[src/rtl/gate_window_gen.sv]
// Gate-window generator: drives the pulse-counter enable for L cycles per window,
// with optional G-cycle gaps between windows, start/stop control and boundary strobes.
module gate_window_gen #(
  parameter int CNT_W            = 32,
  parameter int DEFAULT_GATE_LEN = 100_000_000,
  parameter int WCNT_W           = 16
) (
  input  logic              clk,
  input  logic              rst,
  input  logic              start,
  input  logic              stop,
  input  logic              mode,
  input  logic [CNT_W-1:0]  cfg_gate_len,
  input  logic [CNT_W-1:0]  cfg_gap_len,
  output logic              enable,
  output logic              gate_start,
  output logic              gate_end,
  output logic              busy,
  output logic [WCNT_W-1:0] window_cnt
);

  typedef enum logic [1:0] {IDLE, GATE, GAP} state_t;

  localparam logic [CNT_W-1:0] DEF_LEN = CNT_W'(DEFAULT_GATE_LEN);
  localparam logic [CNT_W-1:0] ONE     = CNT_W'(1);

  state_t             state_q, state_d;
  logic [CNT_W-1:0]   cnt_q, cnt_d;
  logic [WCNT_W-1:0]  wcnt_q, wcnt_d;
  logic               enable_q, enable_d;
  logic               gate_start_q, gate_start_d;
  logic               gate_end_q, gate_end_d;
  logic               busy_q, busy_d;
  logic [CNT_W-1:0]   gate_len, gap_len;

  // Zero config selects the default gate length; a zero gap is clamped to one cycle.
  assign gate_len = (cfg_gate_len == '0) ? DEF_LEN : cfg_gate_len;
  assign gap_len  = (cfg_gap_len == '0) ? ONE : cfg_gap_len;

  always_comb begin
    state_d      = state_q;
    cnt_d        = cnt_q;
    wcnt_d       = wcnt_q;
    gate_start_d = 1'b0;
    gate_end_d   = 1'b0;
    case (state_q)
      IDLE: begin
        if (start && !stop) begin
          state_d      = GATE;
          cnt_d        = gate_len - ONE;
          gate_start_d = 1'b1;
        end
      end
      GATE: begin
        // Stop discards the window even when it would have completed this edge.
        if (stop) begin
          state_d = IDLE;
        end else if (cnt_q == '0) begin
          wcnt_d     = wcnt_q + WCNT_W'(1);
          gate_end_d = 1'b1;
          if (mode) begin
            state_d = GAP;
            cnt_d   = gap_len - ONE;
          end else begin
            state_d = IDLE;
          end
        end else begin
          cnt_d = cnt_q - ONE;
        end
      end
      GAP: begin
        if (stop) begin
          state_d = IDLE;
        end else if (cnt_q == '0) begin
          state_d      = GATE;
          cnt_d        = gate_len - ONE;
          gate_start_d = 1'b1;
        end else begin
          cnt_d = cnt_q - ONE;
        end
      end
      default: state_d = IDLE;
    endcase
    enable_d = (state_d == GATE);
    busy_d   = (state_d != IDLE);
  end

  always_ff @(posedge clk or posedge rst) begin
    if (rst) begin
      state_q      <= IDLE;
      cnt_q        <= '0;
      wcnt_q       <= '0;
      enable_q     <= 1'b0;
      gate_start_q <= 1'b0;
      gate_end_q   <= 1'b0;
      busy_q       <= 1'b0;
    end else begin
      state_q      <= state_d;
      cnt_q        <= cnt_d;
      wcnt_q       <= wcnt_d;
      enable_q     <= enable_d;
      gate_start_q <= gate_start_d;
      gate_end_q   <= gate_end_d;
      busy_q       <= busy_d;
    end
  end

  assign enable     = enable_q;
  assign gate_start = gate_start_q;
  assign gate_end   = gate_end_q;
  assign busy       = busy_q;
  assign window_cnt = wcnt_q;

endmodule

[config.mk]
export PLATFORM = sky130hd
export DESIGN_NAME = gate_window_gen
export DESIGN_NICKNAME = d
export VERILOG_FILES = /design/src/rtl/gate_window_gen.sv
export SDC_FILE = /design/constraint.sdc
export NUM_CORES = 1
export LEC_CHECK = 0
export CAP_MARGIN = 30
export CORE_ASPECT_RATIO = 0.6
export CORE_MARGIN = 5
export CORE_UTILIZATION = 50
export CTS_BUF_LIST = sky130_fd_sc_hd__clkbuf_4 sky130_fd_sc_hd__clkbuf_8
export DETAILED_ROUTE_END_ITERATION = 16
export PLACE_DENSITY = 0.78
export SLEW_MARGIN = 25
export SYNTH_ARGS = -nofsm -noshare
export SYNTH_HDL_FRONTEND = slang
export SYNTH_SLANG_ARGS = --single-unit
[constraint.sdc]
create_clock -name clk -period 3 [get_ports clk]
set_input_delay 0.6 -clock clk [delete_from_list [all_inputs] [get_ports clk]]
set_output_delay 0.6 -clock clk [all_outputs]
set_load 0.03 [all_outputs]
==> results of run 1 <==
-- per-stage QoR --
step	utilization	cells	instance area, µm²	setup TNS, ps
2_1_floorplan	-	659	5180	-5080
3_3_place_gp	0.733	1010	7270	-16520
3_5_place_dp	0.733	1010	7270	-18870
4_1_cts	0.760	1021	7530	-2950
5_1_grt	0.790	1028	7830	-3400
6_report	0.790	1029	7830	-1790
-- placed cells by master (no fill, tap or decap), types with 11 or more instances in the layout --
cell | Yosys | final
sky130_fd_sc_hd__o21ai_1 | 9 | 18
sky130_fd_sc_hd__nand3_1 | 17 | 14
sky130_fd_sc_hd__xnor2_1 | 37 | 34
sky130_fd_sc_hd__dlygate4sd2_1 | 0 | 14
sky130_fd_sc_hd__or3_1 | 19 | 16
sky130_fd_sc_hd__nor3_2 | 2 | 12
sky130_fd_sc_hd__nor3_1 | 44 | 32
sky130_fd_sc_hd__clkdlybuf4s50_1 | 0 | 63
sky130_fd_sc_hd__nor4_1 | 26 | 16
sky130_fd_sc_hd__xor2_1 | 41 | 39
sky130_fd_sc_hd__buf_4 | 2 | 164
sky130_fd_sc_hd__o21ai_0 | 34 | 23
sky130_fd_sc_hd__or4_1 | 19 | 11
sky130_fd_sc_hd__nor2_1 | 65 | 61
sky130_fd_sc_hd__nand2_1 | 56 | 54
sky130_fd_sc_hd__nor4_2 | 1 | 11
sky130_fd_sc_hd__dfrtp_1 | 54 | 54
sky130_fd_sc_hd__a21oi_1 | 40 | 37
sky130_fd_sc_hd__inv_1 | 18 | 17
-- cells in the mapped netlist, types with 3 or more instances --
| library cell | count |
|---|---|
| sky130_fd_sc_hd__a211oi_1 | 8 |
| sky130_fd_sc_hd__a21o_1 | 5 |
| sky130_fd_sc_hd__a21oi_1 | 40 |
| sky130_fd_sc_hd__a221oi_1 | 4 |
| sky130_fd_sc_hd__a22oi_1 | 8 |
| sky130_fd_sc_hd__a31oi_1 | 3 |
| sky130_fd_sc_hd__buf_2 | 4 |
| sky130_fd_sc_hd__buf_6 | 6 |
| sky130_fd_sc_hd__clkbuf_1 | 23 |
| sky130_fd_sc_hd__dfrtp_1 | 54 |
| sky130_fd_sc_hd__ha_1 | 9 |
| sky130_fd_sc_hd__inv_1 | 18 |
| sky130_fd_sc_hd__nand2_1 | 56 |
| sky130_fd_sc_hd__nand3_1 | 17 |
| sky130_fd_sc_hd__nand4_1 | 4 |
| sky130_fd_sc_hd__nand4b_1 | 3 |
| sky130_fd_sc_hd__nor2_1 | 65 |
| sky130_fd_sc_hd__nor3_1 | 44 |
| sky130_fd_sc_hd__nor4_1 | 26 |
| sky130_fd_sc_hd__nor4b_1 | 3 |
| sky130_fd_sc_hd__o211ai_1 | 9 |
| sky130_fd_sc_hd__o21a_1 | 5 |
| sky130_fd_sc_hd__o21ai_0 | 34 |
| sky130_fd_sc_hd__o21ai_1 | 9 |
| sky130_fd_sc_hd__o22ai_1 | 7 |
| sky130_fd_sc_hd__o31a_1 | 5 |
| sky130_fd_sc_hd__o31ai_1 | 10 |
| sky130_fd_sc_hd__o41a_1 | 3 |
| sky130_fd_sc_hd__or2_2 | 7 |
| sky130_fd_sc_hd__or3_1 | 19 |
| sky130_fd_sc_hd__or4_1 | 19 |
| sky130_fd_sc_hd__xnor2_1 | 37 |
| sky130_fd_sc_hd__xor2_1 | 41 |
-- registers in the layout, indices dropped and copies added (netlist names) --
| signal | flops |
|---|---|
| enable | 1 |
| cnt_q | 32 |
| state_q | 2 |
| gate_start | 1 |
| gate_end | 1 |
| window_cnt | 16 |
| busy | 1 |
-- power groups by stage --
stage	clock (mW)	sequential, mW	combinational, mW
after CTS	0.534	1.23	2.36
after global routing	0.564	1.27	2.66
final	0.548	1.24	2.54
after floorplan	0	1.18	1.41
after detailed placement	0	1.24	2.35
after global placement	0	1.22	2.28
-- layout make-up --
cell class                      instances  area (µm²)
Multi-Input combinational cell        551        3920
Timing Repair Buffer                  261        2200
Fill cell                             694        2080
Sequential cell                        54        1350
Tap cell                              135         169
Inverter                               19        71.3
Clock buffer                            5        68.8
Clock inverter                          3        45.0
Antenna cell                            1        2.50
-- worst max-delay path, stage by stage --
cell	delay, ps
sky130_fd_sc_hd__buf_6	90
sky130_fd_sc_hd__or4_4	530
sky130_fd_sc_hd__or4_4	580
sky130_fd_sc_hd__o41ai_4	260
sky130_fd_sc_hd__inv_1	80
sky130_fd_sc_hd__ha_2	180
sky130_fd_sc_hd__or4b_4	230
sky130_fd_sc_hd__buf_6	130
sky130_fd_sc_hd__buf_4	100
sky130_fd_sc_hd__nor3_1	40
sky130_fd_sc_hd__xnor2_1	250
sky130_fd_sc_hd__o21ai_1	90
sky130_fd_sc_hd__a22oi_1	190
sky130_fd_sc_hd__o21ai_1	90
-- per-layer routing --
layer  vias up  global-route usage  share of wire
li1       2921                   -              -
met1      3175               0.491           0.40
met2       545               0.566           0.42
met3       125              0.0961           0.13
met4         0               0.138          0.042
met5         -                   0              0
-- cell families (layout without fill, tap and decap cells) --
logic type	count (synthesis)	after routing	synth area share
compound gates	174	174	0.225
xor+xnor	78	78	0.133
fa+ha+maj	9	9	0.0220
buf+inv	54	288	0.0509
flops	54	54	0.264
mux	2	2	0.00416
other cells	0	1	0
simple gates	288	288	0.301
-- final timing paths --
path                                  from        endpoint  cells after the start  slack, ps
max                        cfg_gap_len[10]       cnt_q[10]                     14       -220
min                         window_cnt[15]  window_cnt[15]                      1        510
max reg2reg                      cnt_q[15]   window_cnt[1]                      7        -20
min reg2reg                 window_cnt[15]  window_cnt[15]                      1        510
max in group asynchronous              rst       cnt_q[24]                      3       1690
min in group asynchronous              rst        cnt_q[4]                      2        630
-- what timing repair did --
action,in CTS,in global routing
hold endpoints to repair,0,0
hold buffers,0,0
setup buffers,3,7
gates cloned,0,1
endpoints found under the setup margin,44,39
gates resized for setup,75,54
pin swaps,26,33
==> impl_results.rst, run 1 <==
.. list-table::
   :header-rows: 1

   * - Metric
     - Value
   * - Area fraction of the dominant cell type after synthesis
     - 0.264
   * - Startpoint-to-endpoint class of the critical path
     - in -> reg
   * - Via count
     - 6,766
   * - Post-DRT Antenna Nets
     - 0
   * - Remaining routing DRC violations
     - 0
   * - Share of synthesized flip-flops with an asynchronous set or reset
     - 1.00
   * - Largest voltage drop on the vdd net
     - 0.542 mV
   * - Part of the total power dissipated in sequential elements
     - 0.287
   * - TritonCTS clock tree
     - done
   * - Number of core rows
     - 28
   * - # IOs
     - 89
   * - Overall overflow remaining after global route
     - 0
   * - Root cell of the clock tree
     - sky130_fd_sc_hd__clkbuf_8
   * - Area growth, synth to finish
     - 53.0%
   * - Count of flip-flops with a built-in enable after synthesis
     - 0
   * - Number of pins with negative max-slew slack in the final report
     - 0
   * - Count of synthesis-stage warnings from yosys
     - 0
   * - Final worst-path cycle share
     - 1.07
   * - Total core area
     - 0.00991 mm²
   * - Instance count of the mapped netlist
     - 659
   * - Max Cap Viol
     - 0
   * - Largest fanout on the critical path
     - 4
   * - Post-route clock skew
     - 11.1 ps
   * - WP data arrival
     - 3450 ps
   * - Pre-CTS setup slack
     - -880 ps
   * - First-pass iteration count of the detailed router
     - 7
   * - Reported leakage power
     - 3.18 nW
   * - DRT Wirelength
     - 23,400 µm
   * - Slew HR
     - 0.550
   * - Fmax
     - 0.311 GHz
   * - Post-synthesis net count
     - 737
   * - Violated checks
     - setup timing
   * - Combined area of all synthesized cells
     - 0.00512 mm²
   * - Via count of the first global-routing pass
     - 6,538
   * - Starting density of the core
     - 0.516
   * - Total global routing track utilization
     - 0.364
   * - Status
     - finished, violations left
   * - Number of buffers inserted by port buffering
     - 88
   * - Area contributors post-synth
     - sky130_fd_sc_hd__dfrtp_1 (26%), sky130_fd_sc_hd__xor2_1 (7.0%), sky130_fd_sc_hd__xnor2_1 (6.3%)
   * - Internal power summed over all cells
     - 2.26 mW
   * - Die span in x
     - 141 µm
   * - Maximum buffer depth of the clock tree
     - 2
   * - First-pass GRT wire length
     - 35,100 µm
   * - Final hold violation count
     - 0
   * - Total setup violations reported at the end of the flow
     - 14
   * - Die Footprint
     - 0.0124 mm²
   * - Initial antenna violation count
     - 1
   * - Final min period
     - 3220 ps
   * - Combinational share of power
     - 0.586
   * - Clock-pin slew on the worst setup and hold paths
     - 110 ps
   * - Fin nets
     - 970
   * - Total number of clock tree sinks
     - 54
   * - Power density over the cells
     - 553 mW/mm²
   * - Net switching power of the design
     - 2.07 mW
   * - Unrepaired setup endpoints after global routing
     - yes
   * - Via-to-Cell Ratio
     - 6.58
   * - Crit path required time
     - 3230 ps
   * - Routability cong.
     - 1.00
   * - Detailed placer's ending HPWL
     - 17,700 µm
   * - Sw Ratio
     - 0.479
   * - Worst Max-Slew Pin Slew
     - 673 ps
   * - DRT iter0 DRCs
     - 941
   * - Number of H-tree branching levels
     - 2
   * - Flip-flop and latch count after synthesis
     - 54
   * - Worst hold path type
     - reg -> reg
   * - Tot Pwr
     - 4.33 mW
   * - Worst skew pair latency
     - 350 ps
   * - Maximum number of pins on one net before global-route repair
     - 28
   * - Startpoint class of the critical path
     - input port
   * - Die Height
     - 88.4 µm
   * - Sequential cell area fraction in the yosys report
     - 0.264
   * - CP endpoint kind
     - flop
   * - Main synth FF type
     - sky130_fd_sc_hd__dfrtp_1
   * - Post-synth cell types
     - 74
   * - Largest area contributor in the synthesized netlist
     - sky130_fd_sc_hd__dfrtp_1
   * - Post-DR wirelength/cell
     - 22.7 µm
   * - Share of layout cells above drive strength 1
     - 0.308
   * - Clock buffer count from CTS
     - 5
   * - Clock power share
     - 0.127
   * - Average cell area after synthesis
     - 7.77 µm²
   * - Setup ws final
     - -215 ps
   * - Min Hold Slack
     - 509 ps
No activity file was read; power rests on OpenSTA's default activity.
==> run 2, diff against run 1 <==
--- a/config.mk
+++ b/config.mk
@@ -8,10 +8,10 @@
 export CAP_MARGIN = 30
 export CORE_ASPECT_RATIO = 0.6
 export CORE_MARGIN = 5
-export CORE_UTILIZATION = 50
+export CORE_UTILIZATION = 30
 export CTS_BUF_LIST = sky130_fd_sc_hd__clkbuf_4 sky130_fd_sc_hd__clkbuf_8
 export DETAILED_ROUTE_END_ITERATION = 16
-export PLACE_DENSITY = 0.78
+export PLACE_DENSITY = 0.51
 export SLEW_MARGIN = 25
 export SYNTH_ARGS = -nofsm -noshare
 export SYNTH_HDL_FRONTEND = slang
==> run 2 against run 1 <==
Net effect: the run still ends with setup timing left; flip-flop and latch count stayed put; register-to-register slack worse by 30 ps; cell count is 12% higher; sequential share of layout area is 1.1 points lower; hold slack worse by 35 ps; largest power group unchanged.
==> impl_results.rst, run 2 (synthesis results as in run 1) <==
.. list-table::
   :header-rows: 1

   * - Metric
     - Value
   * - Leading cell type in the layout, fill and taps excluded
     - sky130_fd_sc_hd__buf_4
   * - Clock buffer count from CTS
     - 5 (unchanged)
   * - Biggest register
     - cnt_q
   * - Overall overflow remaining after global route
     - 0 (unchanged)
   * - Maximum buffer depth of the clock tree
     - 2 (unchanged)
   * - Detailed placer's ending HPWL
     - 19,500 µm (+10%)
   * - Tot Pwr
     - 4.43 mW (+2.3%)
   * - Area growth, synth to finish
     - 63.8%
   * - Worst Max-Slew Pin Slew
     - 668 ps (-4.80 ps)
   * - Fin nets
     - 999 (+3.0%)
   * - Total setup violations reported at the end of the flow
     - 11 (-3)
   * - Number of buffers inserted by port buffering
     - 88 (unchanged)
   * - Final Util
     - 0.495 (-0.295)
   * - CP endpoint kind
     - flop
   * - Largest register FFs
     - 32 (unchanged)
   * - Startpoint class of the critical path
     - input port
   * - Worst hold path stage count
     - 1 (unchanged)
   * - Most frequent cells in the layout
     - sky130_fd_sc_hd__buf_4 (181), sky130_fd_sc_hd__clkdlybuf4s50_1 (62), sky130_fd_sc_hd__nor2_1 (56)
   * - DRT iter0 DRCs
     - 691 (-27%)
   * - Largest fanout on the critical path
     - 5 (+1)
   * - Via-to-Cell Ratio
     - 5.49 (-17%)
   * - First-pass iteration count of the detailed router
     - 5 (-2)
   * - Total number of clock tree sinks
     - 54 (unchanged)
   * - Final min period
     - 3160 ps (-52.9 ps)
   * - Max Cap Viol
     - 0 (unchanged)
   * - Violated checks
     - setup timing
   * - Reported leakage power
     - 3.45 nW (+8.4%)
   * - Maximum number of pins on one net before global-route repair
     - 31 (+11%)
   * - Largest voltage drop on the vdd net
     - 0.270 mV (-50%)
   * - Total global routing track utilization
     - 0.238 (-0.126)
   * - Die Height
     - 111 µm (+26%)
   * - TritonCTS clock tree
     - done
   * - Number of H-tree branching levels
     - 2 (unchanged)
   * - First-pass GRT wire length
     - 36,300 µm (+3.4%)
   * - Startpoint-to-endpoint class of the critical path
     - in -> reg
   * - Remaining routing DRC violations
     - 0 (unchanged)
   * - Post-DRT Antenna Nets
     - 0 (unchanged)
   * - WP data arrival
     - 3430 ps (-20 ps)
   * - Status
     - finished, violations left
   * - Total core area
     - 0.0169 mm² (+71%)
   * - Via count
     - 6,343 (-6.3%)
   * - Die span in x
     - 179 µm (+27%)
   * - Total Negative Setup Slacks
     - -912 ps (+878 ps)
   * - Via count of the first global-routing pass
     - 6,026 (-7.8%)
   * - Power density over the cells
     - 528 mW/mm² (-4.4%)
   * - Worst skew pair latency
     - 330 ps (-20 ps)
   * - DRT Wirelength
     - 24,600 µm (+5.4%)
   * - Unrepaired setup endpoints after global routing
     - yes
   * - Clock-pin slew on the worst setup and hold paths
     - 110 ps (about the same)
   * - Number of core rows
     - 37 (+32%)
   * - Slew HR
     - 0.553 (+0.00321)
   * - # IOs
     - 89 (unchanged)
   * - Final worst-path cycle share
     - 1.05 (-0.0176)
   * - Routability cong.
     - 0.979 (-2.5%)
   * - Number of pins with negative max-slew slack in the final report
     - 0 (unchanged)
   * - Share of layout cells above drive strength 1
     - 0.348 (+0.0402)
   * - Number of hold-repair buffers added at the cts stage
     - 0 (unchanged)
   * - Worst hold path type
     - reg -> reg
   * - Crit path required time
     - 3270 ps (+40 ps)
   * - Worst-case reg-to-reg path depth
     - 9 (+2)
   * - Setup ws final
     - -163 ps (+52.9 ps)
   * - Root cell of the clock tree
     - sky130_fd_sc_hd__clkbuf_8
   * - Post-route clock skew
     - 7.68 ps (-3.42 ps)
   * - Final hold violation count
     - 0 (unchanged)
   * - Fmax
     - 0.316 GHz (+1.7%)
   * - Post-DR wirelength/cell
     - 21.3 µm (-6.1%)
   * - Starting density of the core
     - 0.302 (-0.214)
   * - Pre-CTS setup slack
     - -865 ps (+15.0 ps)
   * - Initial antenna violation count
     - 0 (-1)
   * - Antenna Diode Count
     - 0 (-1)
   * - Die Footprint
     - 0.0199 mm² (+60%)
-- run 2: cell count changes in the layout (fill, tap and decap cells not counted), moves of 5 or more --
cell | before | now
sky130_fd_sc_hd__nor2_2 | 3 | 8
sky130_fd_sc_hd__nor3_2 | 12 | 5
sky130_fd_sc_hd__dlygate4sd2_1 | 14 | 7
sky130_fd_sc_hd__buf_6 | 9 | 19
sky130_fd_sc_hd__nor2_1 | 61 | 56
sky130_fd_sc_hd__buf_4 | 164 | 181
sky130_fd_sc_hd__dlymetal6s2s_1 | 2 | 11
-- run 2: final timing paths --
| check | startpoint | endpoint | slack (ps) |
|---|---|---|---|
| setup / recovery | cfg_gap_len[10] | cnt_q[24] | -160 |
| hold / removal | window_cnt[15] | window_cnt[15] | 470 |
| min in group asynchronous | rst | busy | 680 |
| hold reg to reg | window_cnt[15] | window_cnt[15] | 470 |
| setup reg to reg | cnt_q[15] | cnt_q[28] | -50 |
| max in group asynchronous | rst | cnt_q[18] | 1740 |
-- run 2: area by class of cell --
cell class,count,area (µm²)
clock buffers,5,68.8
well taps,234,293
multi-input cells,551,4040
fillers,1686,8560
inverters,19,71.3
repair buffers,290,2530
flip-flops and latches,54,1350
clock inverters,3,25.0
-- run 2: power by group --
| part | internal [mW] | switching, mW | total, mW |
|---|---|---|---|
| Sequential | 0.955 | 0.287 | 1.24 |
| Combinational | 1.18 | 1.54 | 2.72 |
| Clock | 0.170 | 0.298 | 0.468 |
-- run 2: what timing repair did --
action / in CTS / in global routing
setup buffers: 8 / 14
pin swaps: 24 / 42
gates cloned: 0 / 2
endpoints found under the setup margin: 43 / 39
gates resized for setup: 66 / 101
-- run 2: through the flow --
step                cell area (µm²)  hold slack [ps]  std cells
finish                         8380              473       1156
global route                   8380              487       1156
CTS                            7810              476       1140
detailed placement             7520              459       1124
global placement               7520              453       1124
floorplan                      5180              469        659
-- run 2: critical path: stages --
cell	delay [ps]
sky130_fd_sc_hd__buf_6	90
sky130_fd_sc_hd__or4_4	530
sky130_fd_sc_hd__or4_4	570
sky130_fd_sc_hd__o41ai_4	240
sky130_fd_sc_hd__inv_1	90
sky130_fd_sc_hd__ha_2	180
sky130_fd_sc_hd__or4b_4	220
sky130_fd_sc_hd__or2_4	130
sky130_fd_sc_hd__buf_12	110
sky130_fd_sc_hd__nor4_2	50
sky130_fd_sc_hd__xnor2_1	140
sky130_fd_sc_hd__a211oi_1	250
sky130_fd_sc_hd__o22ai_1	120
sky130_fd_sc_hd__a21oi_2	120
-- run 2: metal layers --
| layer | vias to the layer above | wire [µm] | global-route usage |
|---|---|---|---|
| li1 | 2969 | - | - |
| met1 | 3032 | 11900 | 0.374 |
| met2 | 321 | 9180 | 0.293 |
| met3 | 21 | 3270 | 0.102 |
| met4 | 0 | 259 | 0.0414 |
| met5 | - | 0 | 0 |
